## config.mk

```make
export PLATFORM = sky130hd
export DESIGN_NAME = monit_ring_fifo
export DESIGN_NICKNAME = d
export VERILOG_FILES = /design/src/rtl/monit_ring_fifo.sv
export SDC_FILE = /design/constraint.sdc
export NUM_CORES = 1
export LEC_CHECK = 0
export ABC_AREA = 0
export BUFFER_PORTS_ARGS = -buffer_cell sky130_fd_sc_hd__buf_4
export CAP_MARGIN = 20
export CORE_ASPECT_RATIO = 0.7
export CORE_UTILIZATION = 60
export CTS_CLUSTER_SIZE = 8
export DETAILED_ROUTE_END_ITERATION = 8
export PLACE_DENSITY = 0.77
export SETUP_SLACK_MARGIN = 0.4
export SYNTH_ARGS = -nofsm -noshare
export SYNTH_HDL_FRONTEND = slang
export SYNTH_SLANG_ARGS = --single-unit
```

## constraint.sdc

```tcl
create_clock -name clk_i -period 8.8 [get_ports clk_i]
set_input_delay 1.76 -clock clk_i [delete_from_list [all_inputs] [get_ports clk_i]]
set_output_delay 1.76 -clock clk_i [all_outputs]
set_load 0.03 [all_outputs]
```

## src/rtl/monit_ring_fifo.sv

```systemverilog
// Single-clock monitoring FIFO: level and threshold flags, sticky error flags, synchronous flush, optional ring overwrite.
// rd_data_o is registered one cycle after an accepted read; a write when full is rejected or, in ring mode, drops the oldest entry.
module monit_ring_fifo #(
  parameter int DATA_WIDTH = 32,
  parameter int DEPTH      = 32,
  parameter int PTR_WIDTH  = 5,
  parameter int AF_LEVEL   = DEPTH - 4,
  parameter int AE_LEVEL   = 4,
  parameter bit OVERWRITE  = 1'b0
) (
  input  logic                  clk_i,
  input  logic                  rst_i,
  input  logic                  clr_i,
  input  logic                  wr_en_i,
  input  logic [DATA_WIDTH-1:0] wr_data_i,
  input  logic                  rd_en_i,
  output logic [DATA_WIDTH-1:0] rd_data_o,
  output logic                  rd_valid_o,
  output logic [PTR_WIDTH:0]    level_o,
  output logic                  full_o,
  output logic                  empty_o,
  output logic                  almost_full_o,
  output logic                  almost_empty_o,
  output logic                  overflow_o,
  output logic                  underflow_o
);

  localparam logic [PTR_WIDTH:0]   DEPTH_L = (PTR_WIDTH+1)'(DEPTH);
  localparam logic [PTR_WIDTH:0]   AF_L    = (PTR_WIDTH+1)'(AF_LEVEL);
  localparam logic [PTR_WIDTH:0]   AE_L    = (PTR_WIDTH+1)'(AE_LEVEL);
  localparam logic [PTR_WIDTH:0]   LVL_ONE = {{PTR_WIDTH{1'b0}}, 1'b1};
  localparam logic [PTR_WIDTH-1:0] PTR_ONE = {{(PTR_WIDTH-1){1'b0}}, 1'b1};

  logic [DATA_WIDTH-1:0] mem_q [DEPTH];
  logic [PTR_WIDTH-1:0]  wr_ptr_q, wr_ptr_d, rd_ptr_q, rd_ptr_d;
  logic [PTR_WIDTH:0]    level_q, level_d;
  logic [DATA_WIDTH-1:0] rd_data_q, rd_data_d;
  logic                  rd_valid_q, overflow_q, overflow_d, underflow_q, underflow_d;
  logic                  full, empty, rd_acc, wr_acc, discard;

  assign full    = (level_q == DEPTH_L);
  assign empty   = (level_q == '0);
  assign rd_acc  = rd_en_i && !empty;
  assign wr_acc  = OVERWRITE ? wr_en_i : (wr_en_i && (!full || rd_acc));
  // Ring mode only: a write into a full FIFO with no read pushes the oldest entry out.
  assign discard = OVERWRITE && wr_en_i && full && !rd_acc;

  always_comb begin
    level_d     = level_q;
    wr_ptr_d    = wr_ptr_q;
    rd_ptr_d    = rd_ptr_q;
    rd_data_d   = rd_data_q;
    overflow_d  = overflow_q;
    underflow_d = underflow_q;
    if (wr_acc && !rd_acc && !discard) begin
      level_d = level_q + LVL_ONE;
    end else if (rd_acc && !wr_acc) begin
      level_d = level_q - LVL_ONE;
    end
    if (wr_acc) begin
      wr_ptr_d = wr_ptr_q + PTR_ONE;
    end
    if (rd_acc || discard) begin
      rd_ptr_d = rd_ptr_q + PTR_ONE;
    end
    if (rd_acc) begin
      rd_data_d = mem_q[rd_ptr_q];
    end
    if (wr_en_i && full && !rd_acc) begin
      overflow_d = 1'b1;
    end
    if (rd_en_i && empty) begin
      underflow_d = 1'b1;
    end
  end

  // Storage is never reset; stale words are unreachable once the pointers are cleared.
  always_ff @(posedge clk_i) begin
    if (!rst_i && !clr_i && wr_acc) begin
      mem_q[wr_ptr_q] <= wr_data_i;
    end
  end

  always_ff @(posedge clk_i) begin
    if (rst_i) begin
      wr_ptr_q    <= '0;
      rd_ptr_q    <= '0;
      level_q     <= '0;
      rd_data_q   <= '0;
      rd_valid_q  <= 1'b0;
      overflow_q  <= 1'b0;
      underflow_q <= 1'b0;
    end else if (clr_i) begin
      wr_ptr_q    <= '0;
      rd_ptr_q    <= '0;
      level_q     <= '0;
      rd_valid_q  <= 1'b0;
      overflow_q  <= 1'b0;
      underflow_q <= 1'b0;
    end else begin
      wr_ptr_q    <= wr_ptr_d;
      rd_ptr_q    <= rd_ptr_d;
      level_q     <= level_d;
      rd_data_q   <= rd_data_d;
      rd_valid_q  <= rd_acc;
      overflow_q  <= overflow_d;
      underflow_q <= underflow_d;
    end
  end

  assign rd_data_o      = rd_data_q;
  assign rd_valid_o     = rd_valid_q;
  assign level_o        = level_q;
  assign full_o         = full;
  assign empty_o        = empty;
  assign almost_full_o  = (level_q >= AF_L);
  assign almost_empty_o = (level_q <= AE_L);
  assign overflow_o     = overflow_q;
  assign underflow_o    = underflow_q;

endmodule

```

==> results.md <==
- Status: complete, no violations
- Worst-Margin Slew: 1.16 ns
- Die ar.: 0.0693 mm²
- Synth Instances: 2027
- Reg clk slew, reported paths: 0.05 ns
- GRT Util Overall: 31.3%
- Max Freq: 0.241 GHz
- Post-synth cell types: 52
- Clock Tree Buf Depth: 3
- CP Class: primary input to flip-flop
- Lkg Pwr: 14.5 nW
- Register area share after synthesis: 77.6%
- Worst hold path class: flip-flop to flip-flop
- DR DRC count: 0
- Setup WS pre-CTS: 3.99 ns
- Routed vias/inst: 6.87
- First-pass GRT wire length: 151 mm
- Gr ovfl total: 0
- Final wirelength: 108 mm
- Fillers: 3843
- # setup viols final: 0
- Via count: 21.6k
- Data arrival, critical path: 4.45 ns
- Flop pwr share: 47.0%
- Share of layout cells above drive strength 1: 21.8%
- Final setup TNS: 0 ns
- Setup crit end kind: flip-flop
- 1st-iter DRT viols: 3413
- Fin crit share: 47.1%
- WHS: 0.463 ns
- Power share of the clock group: 43.7%
- Starting Density: 61.2%
- Syn_nets: 2075
- Crit path required time: 9.11 ns
- Postcts setup bufs: 0
- I/O pins: 82
- Logic pwr share: 9.3%
- Multi-input gate area: 0.00880 mm²
- RSZ-0062 raised after global routing: false
- Slowest stage delay, CP: 1.10 ns
- Post-synth EDFFs: 1024
- IO Port Bufs: 81
- TritonCTS clock tree: done
- Register bit total from synthesis: 1075
- CTS root buf: clkbuf_16
- Cts hold-fix bufs: 0
- Num Clock Sinks: 1075
- Mapped Area: 0.0409 mm²
- Share of the synthesized area in the top cell type: 75.1%
- Post_cts resized: 0
- Power per cell area: 258 mW/mm²
- CP startpoint kind: primary input
- Final Skew: 0.0239 ns
- Yosys top cell by area: edfxtp_1
- Final Critical Period: 4.15 ns
- P_sw: 2.79 mW
- Worst-path cell chain: buf_4 > or2_2 > buf_4 > nor2_1 > nand2_1 > nor2_4
- Crit-path max FO: 32
- Endpoints failing hold: 0
- Die Ht: 221 µm
- H-tree levels: 4
- Main synth FF type: edfxtp_1
- Largest net degree at the start of global routing: 138
- Total CTS buffers: 152
- Power Total: 12.2 mW
- Int Pwr: 9.37 mW
- Sw Ratio: 23.0%
- Fin nets: 2226
- WL per Instance: 34.2 µm
- FP Rows: 79
- Largest cells by area after synthesis: edfxtp_1 (75%), mux4_2 (8.9%), mux2i_1 (4.7%), dfxtp_1 (2.5%), a22o_1 (0.86%)
- Vias in the first global route: 21.3k
- Core ar.: 0.0669 mm²
- Die width: 314 µm
- Clock latency on the worst-skew pair: 0.70 ns
- Initial antenna violation count: 4
- Most Frequent Cell on Critical Path: buf_4
- Routability cong.: 0.892
- Area delta synth->final: 15.1%
- First-pass DRT Iterations: 8
- Slowest stage cell, crit path: nor2_4
- Setup ws final: 4.65 ns
- Routed Antenna Nets: 0
- Maxcap violations: 0
- Worst IR Drop VDD: 0.218 mV
- Final Max Slew Viols: 0
- Syn_area_per_cell: 20.2 µm²
- Fraction of registers with async set or reset after synthesis: 0%
- Synthesis warning total: 0
- Rel. slew slack: 22.6%
- Hpwl dp: 61.9 mm
- Sequential cell area: 0.0318 mm²
-- cells by family (layout without fill, tap and decap cells) --
family / count (synthesis) / after routing / synth area share, %
compound gates: 258 / 258 / 4.64
fa+ha+maj: 11 / 11 / 0.355
simple gates: 197 / 197 / 2.09
flops: 1075 / 1075 / 77.6
buf+inv: 125 / 349 / 1.59
xor+xnor: 8 / 8 / 0.171
other cells: 0 / 2 / 0
mux: 353 / 353 / 13.6
-- cell type report --
cell class,count,area share [%]
multi-input combinational,827,18.7
sequential,1075,67.5
timing repair buffer,114,2.32
antenna,2,0.0106
clock buffer,218,8.91
clock inverter,9,0.197
inverter,8,0.0637
tap,891,2.37
-- worst paths after layout --
kind | slack (ns) | endpoint | cells after the start | startpoint
max | 4.65 | mem_q[18][23]$_DFFE_PP_ | 6 | clr_i
min | 0.46 | rd_data_o[26]$_SDFFE_PP0P_ | 2 | rd_data_o[26]$_SDFFE_PP0P_
min reg2reg | 0.46 | rd_data_o[26]$_SDFFE_PP0P_ | 2 | rd_data_o[26]$_SDFFE_PP0P_
max reg2reg | 4.80 | rd_data_o[16]$_SDFFE_PP0P_ | 6 | rd_ptr_q[0]$_SDFFE_PP0N_
-- synth_stat cells (all sizes together), types with 23 or more instances --
master and n:
mux4 161, a22oi 23, mux2i 192, nand2 63, edfxtp 1024, o21ai 46, a22o 40, clkbuf 54
dfxtp 51, buf 63, nor2 92, o22ai 52
-- power groups by stage --
stage | logic [mW] | clock network (mW) | registers [mW]
after floorplan | 0.707 | 0 | 5.84
after global placement | 1.09 | 0 | 5.81
after detailed placement | 1.10 | 0 | 5.81
after CTS | 1.11 | 5.33 | 5.72
after global routing | 1.18 | 5.54 | 5.72
final | 1.13 | 5.31 | 5.72
-- cells in the final DEF (no fill, tap or decap), types with 8 or more instances in the layout --
master / count
nor2_4: 34
o22ai_1: 52
clkbuf_1: 59
nor2_1: 58
dfxtp_1: 47
a32o_1: 12
buf_4: 100
nor4_1: 12
ha_1: 10
a22oi_1: 23
buf_16: 8
o41ai_1: 20
edfxtp_1: 1024
mux4_2: 161
nand2_1: 63
o21ai_1: 18
a2111oi_1: 10
a22o_1: 40
mux2i_1: 192
o21ai_0: 28
a2111oi_0: 10
a21oi_1: 21
o221ai_1: 11
clkbuf_16: 159
-- per-stage QoR --
stage | area (µm²) | std cells | utilization [%]
after floorplan | 40900 | 2027 | -
after global placement | 42500 | 2903 | 63.5
after detailed placement | 42600 | 2905 | 63.6
after CTS | 46900 | 3132 | 70.0
after global routing | 47100 | 3142 | 70.4
final | 47100 | 3144 | 70.4
-- sequential cells by signal, summed over array words and instances (netlist names) --
| signal | count |
|---|---|
| level_o | 6 |
| mem_q | 1024 |
| rd_data_o | 32 |
| overflow_o | 1 |
| rd_valid_o | 1 |
| underflow_o | 1 |
| rd_ptr_q | 5 |
| wr_ptr_q | 5 |
-- critical path: cells and delay by family --
kind,cells,cell delay (ns)
and+or+nand+nor,4,2.27
buffers and inverters,2,0.35
-- layer usage --
metal	routed length, µm	track usage, %	share of wire [%]
met5	22	0	0.020
met4	2330	7.92	2.2
met3	16200	10.5	15
met2	47800	45.5	44
met1	41300	46.3	38
(Power assumes the default switching activity.)
